## src/rtl/uart_pkg.sv

```systemverilog
// Shared UART definitions: baud divisors for a 50 MHz clock, parity encodings,
// and the transmit state enum that the receiver will also use.
package uart_pkg;

  localparam int unsigned BAUD_9600   = 5208;
  localparam int unsigned BAUD_19200  = 2604;
  localparam int unsigned BAUD_38400  = 1302;
  localparam int unsigned BAUD_57600  = 868;
  localparam int unsigned BAUD_115200 = 434;

  localparam logic [1:0] PAR_NONE  = 2'b00;
  localparam logic [1:0] PAR_ODD   = 2'b01;
  localparam logic [1:0] PAR_EVEN  = 2'b10;
  localparam logic [1:0] PAR_NONE2 = 2'b11;

  typedef enum logic [2:0] {IDLE, START, DATA, PARITY, STOP} tx_state_e;

  // Unused codes fall back to the slowest rate.
  function automatic int unsigned baud_div(input logic [2:0] sel);
    case (sel)
      3'd1:    return BAUD_19200;
      3'd2:    return BAUD_38400;
      3'd3:    return BAUD_57600;
      3'd4:    return BAUD_115200;
      default: return BAUD_9600;
    endcase
  endfunction

endpackage

```

## src/rtl/uart_tx_param_baud_tick.sv

```systemverilog
// Bit-period counter: strobes on the last clock of each bit period and
// restarts from zero whenever it is disabled.
module uart_baud_tick #(
  parameter int unsigned DIV_W = 16
) (
  input  logic             clk,
  input  logic             rst_n,
  input  logic             enable,
  input  logic [DIV_W-1:0] period,
  output logic             tick
);

  logic [DIV_W-1:0] cnt;
  logic             last;

  assign last = (cnt == period - DIV_W'(1));
  assign tick = enable && last;

  always_ff @(posedge clk or negedge rst_n) begin
    if (!rst_n) begin
      cnt <= '0;
    end else if (!enable || last) begin
      cnt <= '0;
    end else begin
      cnt <= cnt + DIV_W'(1);
    end
  end

endmodule

```

## src/rtl/uart_tx_param.sv

```systemverilog
// Parametrised UART transmitter with valid/ready input, LSB first.
// Optional UART_TX_BREAK_EN adds a send_break input that holds the idle line low.
module uart_tx_param
  import uart_pkg::*;
#(
  parameter int unsigned DATA_W = 8,
  parameter int unsigned DIV_W  = 16
) (
  input  logic              clk,
  input  logic              rst_n,
  input  logic [DATA_W-1:0] tx_data,
  input  logic              tx_valid,
  output logic              tx_ready,
  input  logic [2:0]        baud_set,
  input  logic [1:0]        parity_mode,
  input  logic              stop2,
`ifdef UART_TX_BREAK_EN
  input  logic              send_break,
`endif
  output logic              rs232_tx,
  output logic              tx_done,
  output logic              uart_state
);

  localparam int unsigned IDX_W = $clog2(DATA_W);
  localparam logic [IDX_W-1:0] LAST_IDX = IDX_W'(DATA_W - 1);

  tx_state_e         state;
  logic [DATA_W-1:0] shift_q;
  logic [IDX_W-1:0]  bit_idx;
  logic [DIV_W-1:0]  period_q;
  logic              par_en_q;
  logic              par_bit_q;
  logic              stop2_q;
  logic              stop_idx;
  logic              tick;
  logic              accept;

`ifdef UART_TX_BREAK_EN
  logic brk_q;
  logic brk_hold_q;
  // Ready stays low one extra clock after the break is released.
  assign tx_ready = (state == IDLE) && !send_break && !brk_q && !brk_hold_q;
`else
  assign tx_ready = (state == IDLE);
`endif

  assign accept = tx_valid && tx_ready;

  uart_baud_tick #(
    .DIV_W (DIV_W)
  ) u_baud_tick (
    .clk    (clk),
    .rst_n  (rst_n),
    .enable (state != IDLE),
    .period (period_q),
    .tick   (tick)
  );

  always_ff @(posedge clk or negedge rst_n) begin
    if (!rst_n) begin
      state      <= IDLE;
      rs232_tx   <= 1'b1;
      tx_done    <= 1'b0;
      uart_state <= 1'b0;
      shift_q    <= '0;
      bit_idx    <= '0;
      period_q   <= '0;
      par_en_q   <= 1'b0;
      par_bit_q  <= 1'b0;
      stop2_q    <= 1'b0;
      stop_idx   <= 1'b0;
`ifdef UART_TX_BREAK_EN
      brk_q      <= 1'b0;
      brk_hold_q <= 1'b0;
`endif
    end else begin
      tx_done <= 1'b0;
`ifdef UART_TX_BREAK_EN
      brk_q      <= send_break && (state == IDLE);
      brk_hold_q <= brk_q;
`endif
      unique case (state)
        IDLE: begin
          if (accept) begin
            state      <= START;
            rs232_tx   <= 1'b0;
            uart_state <= 1'b1;
            shift_q    <= tx_data;
            bit_idx    <= '0;
            stop_idx   <= 1'b0;
            stop2_q    <= stop2;
            period_q   <= DIV_W'(baud_div(baud_set));
            par_en_q   <= (parity_mode == PAR_ODD) || (parity_mode == PAR_EVEN);
            par_bit_q  <= (parity_mode == PAR_EVEN) ? ^tx_data : ~^tx_data;
          end else begin
`ifdef UART_TX_BREAK_EN
            rs232_tx <= ~send_break;
`else
            rs232_tx <= 1'b1;
`endif
          end
        end
        START: begin
          if (tick) begin
            state    <= DATA;
            rs232_tx <= shift_q[0];
          end
        end
        DATA: begin
          if (tick) begin
            if (bit_idx == LAST_IDX) begin
              if (par_en_q) begin
                state    <= PARITY;
                rs232_tx <= par_bit_q;
              end else begin
                state    <= STOP;
                rs232_tx <= 1'b1;
              end
            end else begin
              bit_idx  <= bit_idx + IDX_W'(1);
              shift_q  <= shift_q >> 1;
              rs232_tx <= shift_q[1];
            end
          end
        end
        PARITY: begin
          if (tick) begin
            state    <= STOP;
            rs232_tx <= 1'b1;
          end
        end
        STOP: begin
          if (tick) begin
            if (stop2_q && !stop_idx) begin
              stop_idx <= 1'b1;
            end else begin
              state      <= IDLE;
              uart_state <= 1'b0;
              tx_done    <= 1'b1;
            end
          end
        end
        default: state <= IDLE;
      endcase
    end
  end

endmodule

```

## config.mk

```make
export PLATFORM = sky130hd
export DESIGN_NAME = uart_tx_param
export DESIGN_NICKNAME = d
export VERILOG_FILES = /design/src/rtl/uart_pkg.sv /design/src/rtl/uart_tx_param_baud_tick.sv /design/src/rtl/uart_tx_param.sv
export SDC_FILE = /design/constraint.sdc
export NUM_CORES = 1
export LEC_CHECK = 0
export ABC_AREA = 1
export BUFFER_PORTS_ARGS = -buffer_cell sky130_fd_sc_hd__clkbuf_2
export CORE_UTILIZATION = 37
export CTS_BUF_LIST = sky130_fd_sc_hd__clkbuf_8
export CTS_CLUSTER_DIAMETER = 80
export DETAILED_ROUTE_END_ITERATION = 7
export PLACE_DENSITY = 0.64
export SLEW_MARGIN = 5
export SYNTH_ARGS = -nofsm -noshare
export SYNTH_HDL_FRONTEND = slang
export SYNTH_SLANG_ARGS = --single-unit
```

## constraint.sdc

```tcl
create_clock -name clk -period 2.4 [get_ports clk]
set_clock_uncertainty 0.15 [all_clocks]
set_input_delay 0.48 -clock clk [delete_from_list [all_inputs] [get_ports clk]]
set_output_delay 0.48 -clock clk [all_outputs]
set_load 0.005 [all_outputs]
```

Word-level counts from Yosys, hierarchy flattened
Cells that the tools add are included.
{"block": "totals", "input_bits": 17, "word_cells": 94, "reg_bits": 53, "output_inout_bits": 4}
{"block": "classes", "reduce_logical": 20, "eq_ne": 21, "n_mux": 38, "add_sub_neg": 3}
{"operator": "13-bit one-hot mux with 4 select lines", "n": 1}
{"operator": "3-bit 2-to-1 mux", "n": 11}
{"operator": "8-bit 2-to-1 mux", "n": 3}
{"operator": "16-bit by 1-bit adder with 16-bit output, second input constant", "n": 1}
{"operator": "16-bit equality test", "n": 1}
{"operator": "1-bit 2-to-1 mux", "n": 16}
{"operator": "16-bit 2-to-1 mux", "n": 1}
{"operator": "2-bit inequality test, second input constant", "n": 8}
{"operator": "8-bit one-hot mux with 2 select lines", "n": 1}
{"operator": "4-bit AND reduction", "n": 4}
{"operator": "16-bit by 1-bit subtractor with 16-bit output, second input constant", "n": 1}
{"operator": "3-bit one-hot mux with 5 select lines", "n": 1}
{"operator": "3-bit by 2-bit equality test with 1-bit output, second input constant", "n": 4}
{"operator": "3-bit equality test, second input constant", "n": 3}
{"operator": "8-bit XNOR reduction", "n": 1}
{"operator": "8-bit XOR reduction", "n": 1}
{"operator": "7-bit AND reduction", "n": 1}
{"operator": "3-bit by 1-bit equality test with 1-bit output, second input constant", "n": 2}
{"operator": "3-bit one-hot mux with 2 select lines", "n": 1}
{"operator": "1-bit one-hot mux with 2 select lines", "n": 2}
{"operator": "1-bit one-hot mux with 4 select lines", "n": 1}
{"operator": "2-bit nonzero test", "n": 2}
{"operator": "4-bit nonzero test", "n": 1}
{"operator": "3-bit by 1-bit adder with 3-bit output, second input constant", "n": 1}
{"operator": "9 further kinds", "n": 13}

Depth between registers and ports, before layout
Gate-level depths: netlist of run 1.
{"block": "depth", "depth_word": 5, "mapped_depth": 16}

Modules after synthesis
A second synthesis of run 1 with hierarchy kept.
{"block": "hier_totals", "hier_cells": 443, "hier_area_um2": 3233.1}
{"mod": "uart_tx_param", "cells_each": 223, "instances": 1, "area_each_um2": 1726.7}
{"mod": "uart_baud_tick", "cells_each": 220, "instances": 1, "area_each_um2": 1506.4}

Worst setup path after synthesis of run 1
Ideal clock, no wire load.
{"block": "synth_path", "path_type": "flip-flop to flip-flop", "from": "register period_q[1]", "to": "register shift_q[2]", "t_arrival_ps": 1819, "setup_time_ps": 119, "stages_incl_launch_ff": 14, "path_slack_ps": 312, "synth_period_minus_slack_ps": 2088, "cell_sequence": "dfrtp_1 inv_2 ha_1 nand2_2 nor2_2 nand2_1 nand2_1 nand2_1 nor2_1 nand3_1 o21ai_1 nand2_1 buf_6 o21a_1"}
{"block": "synth_between", "elab_chain_len": 5}
{"item": "start, declared", "line_no": "uart_tx_param.sv:31", "source": "logic [DIV_W-1:0] period_q;"}
{"item": "start signal, assigned", "line_no": "uart_tx_param.sv:93", "source": "period_q <= DIV_W'(baud_div(baud_set));"}
{"item": "16-bit by 1-bit subtractor with 16-bit output", "line_no": "uart_tx_param_baud_tick.sv:16", "source": "assign last = (cnt == period - DIV_W'(1));"}
{"item": "16-bit equality test", "line_no": "uart_tx_param_baud_tick.sv:16"}
{"item": "1-bit logical AND", "line_no": "uart_tx_param_baud_tick.sv:17", "source": "assign tick = enable && last;"}
{"item": "2-bit inequality test (no line)"}
{"item": "4-bit AND reduction (no line)"}
{"item": "end signal, assigned", "line_no": "uart_tx_param.sv:89", "source": "shift_q <= tx_data;"}
{"item": "end signal, assigned", "line_no": "uart_tx_param.sv:122", "source": "shift_q <= shift_q >> 1;"}
{"item": "end, declared", "line_no": "uart_tx_param.sv:29", "source": "logic [DATA_W-1:0] shift_q;"}
Every way passes these cells.
A chain may end at the register's enable or synchronous reset.

Final worst setup path of run 1
{"block": "layout_path", "from": "register period_q[1]", "to": "register shift_q[6]"}
Same word-level chain as after synthesis.

==> results.ini, run 1 <==
[drt]
dr_wl_met3_um=240
top_layer_used=met4
wl_met2_um=2600
drc_errors=0
vias=2478
routedWlPerCell_um=11.3
wl_um=5970
ant_nets=0
drt_iter0_markers=146
wl_met1_um=3100
vias_per_cell=4.71
dr.pass1.iters=4

[clock_network]
clkTransAtPathRegs_ns=0.09
cts_tree=built
htreeDepth=2
insertion_delay_ns=0.31
ctsHoldBuffers=0
clkSinkCount=49
cts_buffers=5
clock-root-buffer=clkbuf_8
clock_path_buffers=2

[setup_path]
cp_max_fo=21
cp_data_required_time_ns=2.46
crit_path_end_kind=flop
criticalPathCategory=reg2reg
critPathLaunchType=flop
critPathArrivalTime_ns=2.27

[die]
die_h_um=90.2
dieArea_sq_um=8140
num_rows=31
pin_count=21
core_sq_um=7370
die_w_um=90.2
initial_core_util_pct=39.1

[global_route]
grt_antenna_before_repair=0
grt_use_total_pct=15.9
grt_max_degree=30
grt_pass1_vias=2351
grt_pass1_wl_um=10500
overflow=0

[synthesis]
synth_seq_cells=49
postSynth.asyncResetShare_pct=100
avgSynthCellArea_sq_um=7.29
synth.cell_area_sq_um=2880
yosysWarnings=0
synth_nets=417
ys_seq_area_share_pct=42.6
synth_flop_cell=dfrtp_1
synth_edf_count=0
synth.distinct_cells=37
syn_inst=395

[finish]
nNetsFinal=448
finalNonFillerCells=526
layout_commonest_cell=nand2_1
final_cell_mix=102 x nand2_1, 56 x nor2_1, 48 x dfrtp_1, 47 x inv_1, 23 x o21ai_0
stdcell_area_sq_um=3310
area_growth_pct=14.9
antenna_cells=0
drive_above_1_share_pct=12.9

[timing]
setup_violations=0
timing.hold.ws_ns=-0.00789
max_freq_mhz=452
finalCritPeriodShare_pct=92.1
period_needed_ns=2.21
final.setup.tns_ns=0
slew_violations=0
tightest_slew_ns=0.540
slew_headroom_pct=64.0
rsz0062_at_grt=no
final_hold_viol_count=20

[outcome]
violations=negative hold slack
status=finished, violations left

[place]
io_buffers=20
dpl.hpwl_um=4640
place_inst=516
placed_area_sq_um=3150
globalplace.congestion=0.936

[hold_path]
holdCritPathClass=in2async

[power_and_ir_drop]
peakVddDrop_mv=0.322
power.total_mw=3.57
leakage_nw=1.61
cellPowerDensity_nw_per_um2=1080

[run]
drv_cap=0

-- per-stage QoR --
stage / worst slack [ns] / hold slack [ns] / utilization (%)
global route: 0.00151 / 0.0322 / 44.9
finish: 0.189 / -0.00789 / 44.9
floorplan: 0.312 / 0.0344 / -
global placement: 0.131 / 0.309 / 42.8
CTS: 0.0911 / 0.00401 / 44.3
detailed placement: 0.0992 / 0.315 / 42.8
-- critical path, cell delays in order (launching register included) --
cell     delay, ns
dfrtp_1       0.41
inv_2         0.09
ha_4          0.17
nand2_2       0.09
nor2_2        0.13
nand2_1       0.07
nand2_1       0.06
nand2_1       0.05
nor2_1        0.10
nand3_1       0.18
o21ai_1       0.17
nand2_1       0.06
buf_4         0.19
o21a_1        0.19
-- flip-flops by register name, indices dropped and copies added (netlist names) --
name and cells:
bit_idx 3, par_bit_q 1, par_en_q 1, period_q 12, rs232_tx 1, shift_q 8
state 3, stop2_q 1, stop_idx 1, tx_done 1, u_baud_tick.cnt 16, uart_state 1
-- routing by layer --
layer / track usage [%] / vias to the layer above
met2: 24.5 / 43
li1: - / 1309
met4: 4.70 / 0
met5: 0 / -
met3: 3.30 / 2
met1: 22.4 / 1124
-- where the power goes --
part	leakage, nW	internal, mW	switching, mW	total [mW]
Sequential	0.624	1.09	0.235	1.33
Clock	0.0585	0.313	0.287	0.600
Combinational	0.927	0.653	0.988	1.64
Total	1.61	2.06	1.51	3.57
-- final cells by class --
class / count / area [sq um]
clock inverter: 3 / 43.8
timing repair buffer: 30 / 200
clock buffer: 5 / 68.8
fill: 742 / 4060
sequential: 49 / 1230
tap: 99 / 124
multi-input combinational: 290 / 1460
inverter: 50 / 188
-- cell usage after synthesis (5+ instances only) --
| library cell | n | area [sq um] |
|---|---|---|
| a21oi_1 | 9 | 45.0 |
| dfrtp_1 | 48 | 1200 |
| ha_1 | 5 | 62.6 |
| inv_1 | 48 | 180 |
| nand2_1 | 102 | 383 |
| nand3_1 | 21 | 105 |
| nor2_1 | 58 | 218 |
| nor2_2 | 5 | 31.3 |
| nor3_1 | 11 | 55.1 |
| nor3b_1 | 5 | 37.5 |
| o21a_1 | 5 | 37.5 |
| o21ai_0 | 23 | 115 |
| o21ai_1 | 9 | 45.0 |
| xnor2_1 | 5 | 43.8 |
| xor2_1 | 13 | 114 |
-- cells by family (layout without fill, tap and decap cells) --
group / count (synthesis) / after routing / synth area share [%]
buffers and inverters: 56 / 88 / 7.74
AOI/OAI and AO/OA: 54 / 54 / 10.6
DFF: 49 / 49 / 42.6
adders and majority gates: 5 / 5 / 2.17
xor gates and xnor gates: 18 / 18 / 5.48
and+or+nand+nor: 213 / 213 / 31.4
-- path summary, 6_finish.rpt --
check | startpoint | to | slack, ns | depth (start not counted)
max in group asynchronous | rst_n | rs232_tx | 1.51 | 2
setup reg to reg | period_q[1] | shift_q[6] | 0.19 | 13
hold / removal | rst_n | period_q[12] | -0.008 | 1
setup / recovery | period_q[1] | shift_q[6] | 0.19 | 13
hold reg to reg | u_baud_tick.cnt[0] | u_baud_tick.cnt[0] | 0.34 | 1
min in group clk | stop2 | stop2_q | 0.23 | 3
-- timing repair --
action	CTS	global route
endpoints found under the setup margin	0	15
gates resized for setup	0	7
buffers inserted	0	2
Power figures use the tool's default switching activity.
==> run 2, diff against run 1 <==
--- a/config.mk
+++ b/config.mk
@@ -7,6 +7,7 @@
 export LEC_CHECK = 0
 export ABC_AREA = 1
 export BUFFER_PORTS_ARGS = -buffer_cell sky130_fd_sc_hd__clkbuf_2
+export CORE_MARGIN = 2
 export CORE_UTILIZATION = 37
 export CTS_BUF_LIST = sky130_fd_sc_hd__clkbuf_8
 export CTS_CLUSTER_DIAMETER = 80
==> constraint.sdc (replaced) <==
create_clock -name clk -period 2.85 [get_ports clk]
set_clock_uncertainty 0.15 [all_clocks]
set_input_delay 0.57 -clock clk [delete_from_list [all_inputs] [get_ports clk]]
set_output_delay 0.57 -clock clk [all_outputs]
set_load 0.005 [all_outputs]
==> run 2 against run 1 <==
  * The run now ends clean
  * Non-clock buffer count down 5
  * Sequential power down 17%
  * Setup slack better by 0.25 ns
  * Register-to-register slack better by 0.25 ns
  * Critical path type unchanged
  * Critical endpoint is now shift_q[4]
  * Largest cell class unchanged
==> results.ini, run 2 (same netlist as run 1, synthesis figures left out) <==
[drt]
drc_errors=0  ; unchanged
dr.pass1.iters=4  ; unchanged
ant_nets=0  ; unchanged
routedWlPerCell_um=11.8  ; +4.0%
drt_iter0_markers=157  ; +7.5%
wl_um=6180  ; +3.6%
vias=2484  ; +0.24%
vias_per_cell=4.74  ; +0.62%

[global_route]
grt_max_degree=27  ; -10%
grt_use_total_pct=16.0  ; +0.13 points
grt_pass1_vias=2453  ; +4.3%
grt_antenna_before_repair=0  ; unchanged
overflow=0  ; unchanged
grt_pass1_wl_um=11200  ; +7.4%

[timing]
setup_violations=0  ; unchanged
max_freq_mhz=416  ; -8.1%
timing.hold.ws_ns=0.108  ; +0.116 ns
rsz0062_at_grt=no
finalCritPeriodShare_pct=84.4  ; -7.7 points
slew_headroom_pct=57.4  ; -6.6 points
final.setup.tns_ns=0  ; unchanged
final_hold_viol_count=0  ; -100%
slew_violations=0  ; unchanged
tightest_slew_ns=0.639  ; +0.0996 ns
period_needed_ns=2.41  ; +0.195 ns

[power_and_ir_drop]
clkPwrFrac_pct=20.3  ; +3.5 points
peakVddDrop_mv=0.458  ; +42%
intPower_mw=1.75  ; -15%
seqPwrFrac_pct=36.8  ; -0.4 points
leakage_nw=1.59  ; -1.1%
switching_power_mw=1.27  ; -16%
pwr-share-comb_pct=42.9  ; -3.1 points
swShare_pct=42.1  ; -0.24 points
cellPowerDensity_nw_per_um2=924  ; -14%

[die]
die_h_um=92.2  ; +2.2%
dieArea_sq_um=8500  ; +4.5%
core_sq_um=7650  ; +3.8%
pin_count=21  ; unchanged
initial_core_util_pct=37.6  ; -1.4 points
num_rows=32  ; +3.2%
die_w_um=92.2  ; +2.2%

[finish]
reg.largest.list=u_baud_tick.cnt: 16 flops, period_q: 12 flops, shift_q: 8 flops
antenna_cells=0  ; unchanged
layout_commonest_cell=nand2_1
nNetsFinal=443  ; -1.1%
final_util_pct=42.7  ; -2.2 points
stdcell_area_sq_um=3260  ; -1.4%
area_growth_pct=13.3
nFillCells=767  ; +3.4%
largest-register=u_baud_tick.cnt
largest_reg_flops=16  ; unchanged
final_cell_mix=101 x nand2_1, 58 x nor2_1, 48 x inv_1, 48 x dfrtp_1, 23 x o21ai_0
drive_above_1_share_pct=10.9  ; -2.0 points
finalNonFillerCells=524  ; -0.38%

[setup_path]
reg2reg_slack_ns=0.44  ; +0.25 ns
criticalPathCategory=reg2reg
r2r-end=shift_q[4]
reg2reg_depth=12  ; -1
critPathArrivalTime_ns=2.48  ; +0.21 ns
cp_data_required_time_ns=2.92  ; +0.46 ns
critPathLaunchType=flop
r2r-start=period_q[1]
cp_max_fo=21  ; unchanged
crit_path_end_kind=flop

[clock_network]
clkTransAtPathRegs_ns=0.11  ; +0.02 ns
htreeDepth=2  ; unchanged
clock_path_buffers=2  ; unchanged
clock-root-buffer=clkbuf_8
insertion_delay_ns=0.32  ; about the same
clkSinkCount=49  ; unchanged
cts_tree=built
cts_buffers=5  ; unchanged

[run]
drv_cap=0  ; unchanged

[hold_path]
holdCritPathClass=in2async

[outcome]
status=complete, no violations

[place]
place_inst=516  ; unchanged
dpl.hpwl_um=4840  ; +4.3%
globalplace.congestion=0.864  ; -7.7%
io_buffers=20  ; unchanged
placed_area_sq_um=3120  ; -0.99%

==> run 2: stage by stage <==
stage	total power, mW	setup slack [ns]
after floorplan	2.10	0.762
after global placement	2.38	0.329
after detailed placement	2.42	0.283
after CTS	3.03	0.268
after global routing	3.30	0.0967
final	3.01	0.444
==> run 2: worst max path at each step <==
stage           startpoint    endpoint
6_report       period_q[1]  shift_q[4]
3_5_place_dp   period_q[1]  shift_q[4]
5_1_grt        period_q[1]  shift_q[2]
4_1_cts        period_q[1]  shift_q[4]
3_3_place_gp   period_q[1]  shift_q[2]
2_1_floorplan  period_q[1]  shift_q[2]
==> run 2: timing repair <==
item                       CTS  global route
gates resized for setup      0             1
setup endpoints to repair    0            11
buffers inserted             0             0
hold buffers                 0             0
==> run 2: area by class of cell <==
cell class / instances / area [sq um] / area share (%)
Tap cell: 102 / 128 / 3.91
Inverter: 50 / 188 / 5.75
Multi-Input combinational cell: 290 / 1430 / 43.9
Sequential cell: 49 / 1230 / 37.6
Timing Repair Buffer: 25 / 150 / 4.60
Clock buffer: 5 / 68.8 / 2.11
Clock inverter: 3 / 68.8 / 2.11
==> run 2: per-layer routing <==
| metal | part of all wire (%) | GRT usage (%) | up-vias |
|---|---|---|---|
| li1 | - | - | 1301 |
| met1 | 49 | 22.1 | 1127 |
| met2 | 46 | 26.5 | 47 |
| met3 | 4.2 | 3.04 | 9 |
| met4 | 1.1 | 2.99 | 0 |
| met5 | 0 | 0 | - |
==> run 2: power by group through the flow <==
stage | clock, mW | sequential (mW) | combinational, mW
floorplan | 0 | 1.07 | 1.02
global placement | 0 | 1.12 | 1.26
detailed placement | 0 | 1.12 | 1.29
CTS | 0.619 | 1.11 | 1.30
global route | 0.644 | 1.14 | 1.51
finish | 0.611 | 1.11 | 1.29
==> run 2: worst max-delay path, cell delays in order, from the launching register on <==
cell	delay [ns]
dfrtp_1	0.41
inv_2	0.09
ha_1	0.28
nand2_2	0.12
nor2_2	0.13
nand2_1	0.07
nand2_1	0.06
nand2_1	0.05
nor2_1	0.10
nand3_1	0.17
o21ai_1	0.20
nand2_2	0.25
o21a_1	0.26
==> run 3, diff against run 2 <==
--- a/config.mk
+++ b/config.mk
@@ -12,7 +12,7 @@
 export CTS_BUF_LIST = sky130_fd_sc_hd__clkbuf_8
 export CTS_CLUSTER_DIAMETER = 80
 export DETAILED_ROUTE_END_ITERATION = 7
-export PLACE_DENSITY = 0.64
+export PLACE_DENSITY = 0.66
 export SLEW_MARGIN = 5
 export SYNTH_ARGS = -nofsm -noshare
 export SYNTH_HDL_FRONTEND = slang
==> constraint.sdc (replaced) <==
create_clock -name clk -period 2.16 [get_ports clk]
set_clock_uncertainty 0.15 [all_clocks]
set_input_delay 0.432 -clock clk [delete_from_list [all_inputs] [get_ports clk]]
set_output_delay 0.432 -clock clk [all_outputs]
set_load 0.005 [all_outputs]
==> run 3 against run 2 <==
  * The flow now finishes with violations (negative setup slack)
  * Maximum frequency increased by 8.2%
  * Power increased by 37%
  * Sequential power increased by 34%
  * Sequential cell count unchanged
  * Critical path depth increased by 4
  * Wire length unchanged
  * Largest cell class unchanged
  * Global-route usage about the same
  * Largest power group unchanged
  * Highest routed layer unchanged
  * Clock-buffer cell count unchanged
  * Design area increased by 6.4%
  * Final cell count increased by 3.6%
  * Setup slack got worse by 0.51 ns
==> results.ini, run 3 (same netlist as run 1, synthesis figures left out) <==
[outcome]
status=finished, violations left
violations=negative setup slack

[die]
num_rows=32  ; unchanged
pin_count=21  ; unchanged
initial_core_util_pct=37.6  ; unchanged
die_w_um=92.2  ; unchanged
dieArea_sq_um=8500  ; unchanged
core_sq_um=7650  ; unchanged
die_h_um=92.2  ; unchanged

[global_route]
grt_pass1_vias=2523  ; +2.9%
grt_use_total_pct=16.0  ; -0.043 points
overflow=0  ; unchanged
grt_pass1_wl_um=11100  ; -0.93%
grt_antenna_before_repair=0  ; unchanged
grt_max_degree=30  ; +11%

[setup_path]
cp_max_fo=4  ; -81%
crit_top_cell=nand2_1
cp.depth=16  ; +4
critPathLaunch=period_q[1]
reg2reg_depth=16  ; +4
critPathArrivalTime_ns=2.29  ; -0.19 ns
r2r-end=state[1]
crit_path_cell_trace=inv_2 > buf_4 > nand2_2 > nor2_4 > nand2_1 > nand2_1 > nand2_1 > nor2_2 > nand3_2 > buf_6 > nor2_4 > nor2_2 > nor2_2 > nand2_1 > nand2_1 > nand2_1
slowest_stage=dfrtp_1
crit_family=simple AND/OR/NAND/NOR gates
r2r-start=period_q[1]
critPathLaunchType=flop
cp_num_buf_inv=3  ; +2
reg2reg_slack_ns=-0.06  ; -0.51 ns
cp_data_required_time_ns=2.23  ; -0.69 ns
crit_path_end_kind=flop
criticalPathCategory=reg2reg
critPathMaxStageDelay_ns=0.40  ; about the same
critPathCapture=state[1]

[timing]
timing.hold.ws_ns=0.165  ; +0.0566 ns
setup_violations=7  ; +7
slew_headroom_pct=61.6  ; +4.2 points
worst_slack_ns=-0.0635  ; -0.508 ns
final_hold_viol_count=0  ; unchanged
tightest_slew_ns=0.576  ; -0.0634 ns
period_needed_ns=2.22  ; -0.182 ns
rsz0062_at_grt=yes
max_freq_mhz=450  ; +8.2%
finalCritPeriodShare_pct=103  ; +19 points
slew_violations=0  ; unchanged

[finish]
finalNonFillerCells=543  ; +3.6%
antenna_cells=0  ; unchanged
reg.largest.list=u_baud_tick.cnt: 16 flops, period_q: 12 flops, shift_q: 8 flops
largest_reg_flops=16  ; unchanged
final_cell_mix=100 x nand2_1, 49 x nor2_1, 46 x inv_1, 45 x dfrtp_1
area_growth_pct=20.5
stdcell_area_sq_um=3470  ; +6.4%
layout_commonest_cell=nand2_1
largest-register=u_baud_tick.cnt
final_util_pct=45.4  ; +2.7 points
nNetsFinal=462  ; +4.3%
drive_above_1_share_pct=19.5  ; +8.6 points

[clock_network]
clock-root-buffer=clkbuf_8
clock_path_buffers=2  ; unchanged
clkSinkCount=49  ; unchanged
insertion_delay_ns=0.31  ; about the same
cts_tree=built
cts_buffers=5  ; unchanged
clkTransAtPathRegs_ns=0.10  ; about the same
htreeDepth=2  ; unchanged

[place]
dpl.hpwl_um=4780  ; -1.4%
globalplace.congestion=0.869  ; +0.53%
place_inst=528  ; +2.3%
dp_slack_ns=-0.185  ; -0.469 ns
placed_area_sq_um=3240  ; +3.7%
io_buffers=20  ; unchanged

[run]
drv_cap=0  ; unchanged

[power_and_ir_drop]
peakVddDrop_mv=0.605  ; +32%
cellPowerDensity_nw_per_um2=1190  ; +29%
leakage_nw=1.67  ; +4.9%

[drt]
wl_um=6180  ; unchanged
drc_errors=0  ; unchanged
ant_nets=0  ; unchanged
routedWlPerCell_um=11.4  ; -3.5%
vias=2596  ; +4.5%
dr.pass1.iters=4  ; unchanged
drt_iter0_markers=91  ; -42%
vias_per_cell=4.78  ; +0.85%

[hold_path]
holdCritPathClass=in2reg

## run 3: cell types whose count changed in the layout (fill, tap and decap cells not counted), sizes merged
| cell | delta |
|---|---|
| dlygate4sd3 | +1 |
| clkinvlp | +1 |
| bufinv | -2 |
| inv | +1 |
| buf | +18 |
## run 3: tightest hold or removal path, cell delays in order
cell,delay [ns]
clkbuf_2,0.07
nand2_1,0.04
nand2_1,0.05
## run 3: worst min-delay path by stage
stage | from | to | slack (ns) | cells after the start
after CTS | stop2 | stop2_q | 0.15 | 3
after global placement | rst_n | u_baud_tick.cnt[4] | 0.31 | 1
after global routing | stop2 | stop2_q | 0.19 | 3
after floorplan | rst_n | bit_idx[0] | -0.01 | 0
final | stop2 | stop2_q | 0.16 | 3
after detailed placement | rst_n | u_baud_tick.cnt[4] | 0.30 | 1
## run 3: power breakdown
part	internal (mW)	switching [mW]
registers	1.22	0.271
logic	0.899	1.19
clock network	0.230	0.328
## run 3: what timing repair did
| action | CTS | global route |
|---|---|---|
| endpoints found under the setup margin | 34 | 43 |
| hold endpoints to repair | 19 | 0 |
| gates resized for setup | 14 | 17 |
| setup buffers | 2 | 4 |
| pin swaps | 9 | 12 |
| hold buffers | 1 | 0 |
## run 3: routing by layer
metal / up-vias / global-route usage [%] / wire (um)
met5: - / 0 / 0
met4: 0 / 4.48 / 91
met3: 11 / 2.71 / 205
met2: 37 / 27.0 / 2870
met1: 1200 / 21.2 / 3010
li1: 1348 / - / -
## run 3: final cells by class
type | instances | area (sq um)
Timing Repair Buffer | 44 | 324
Clock buffer | 5 | 68.8
Sequential cell | 49 | 1230
Fill cell | 756 | 4180
Multi-Input combinational cell | 290 | 1510
Tap cell | 102 | 128
Clock inverter | 3 | 21.3
Inverter | 50 | 188
## run 3: per-stage QoR
stage | setup TNS, ns | power (mW)
after floorplan | 0 | 2.77
after global placement | -0.240 | 3.35
after detailed placement | -1.30 | 3.40
after CTS | -0.250 | 4.06
after global routing | -5.92 | 4.55
final | -0.344 | 4.14
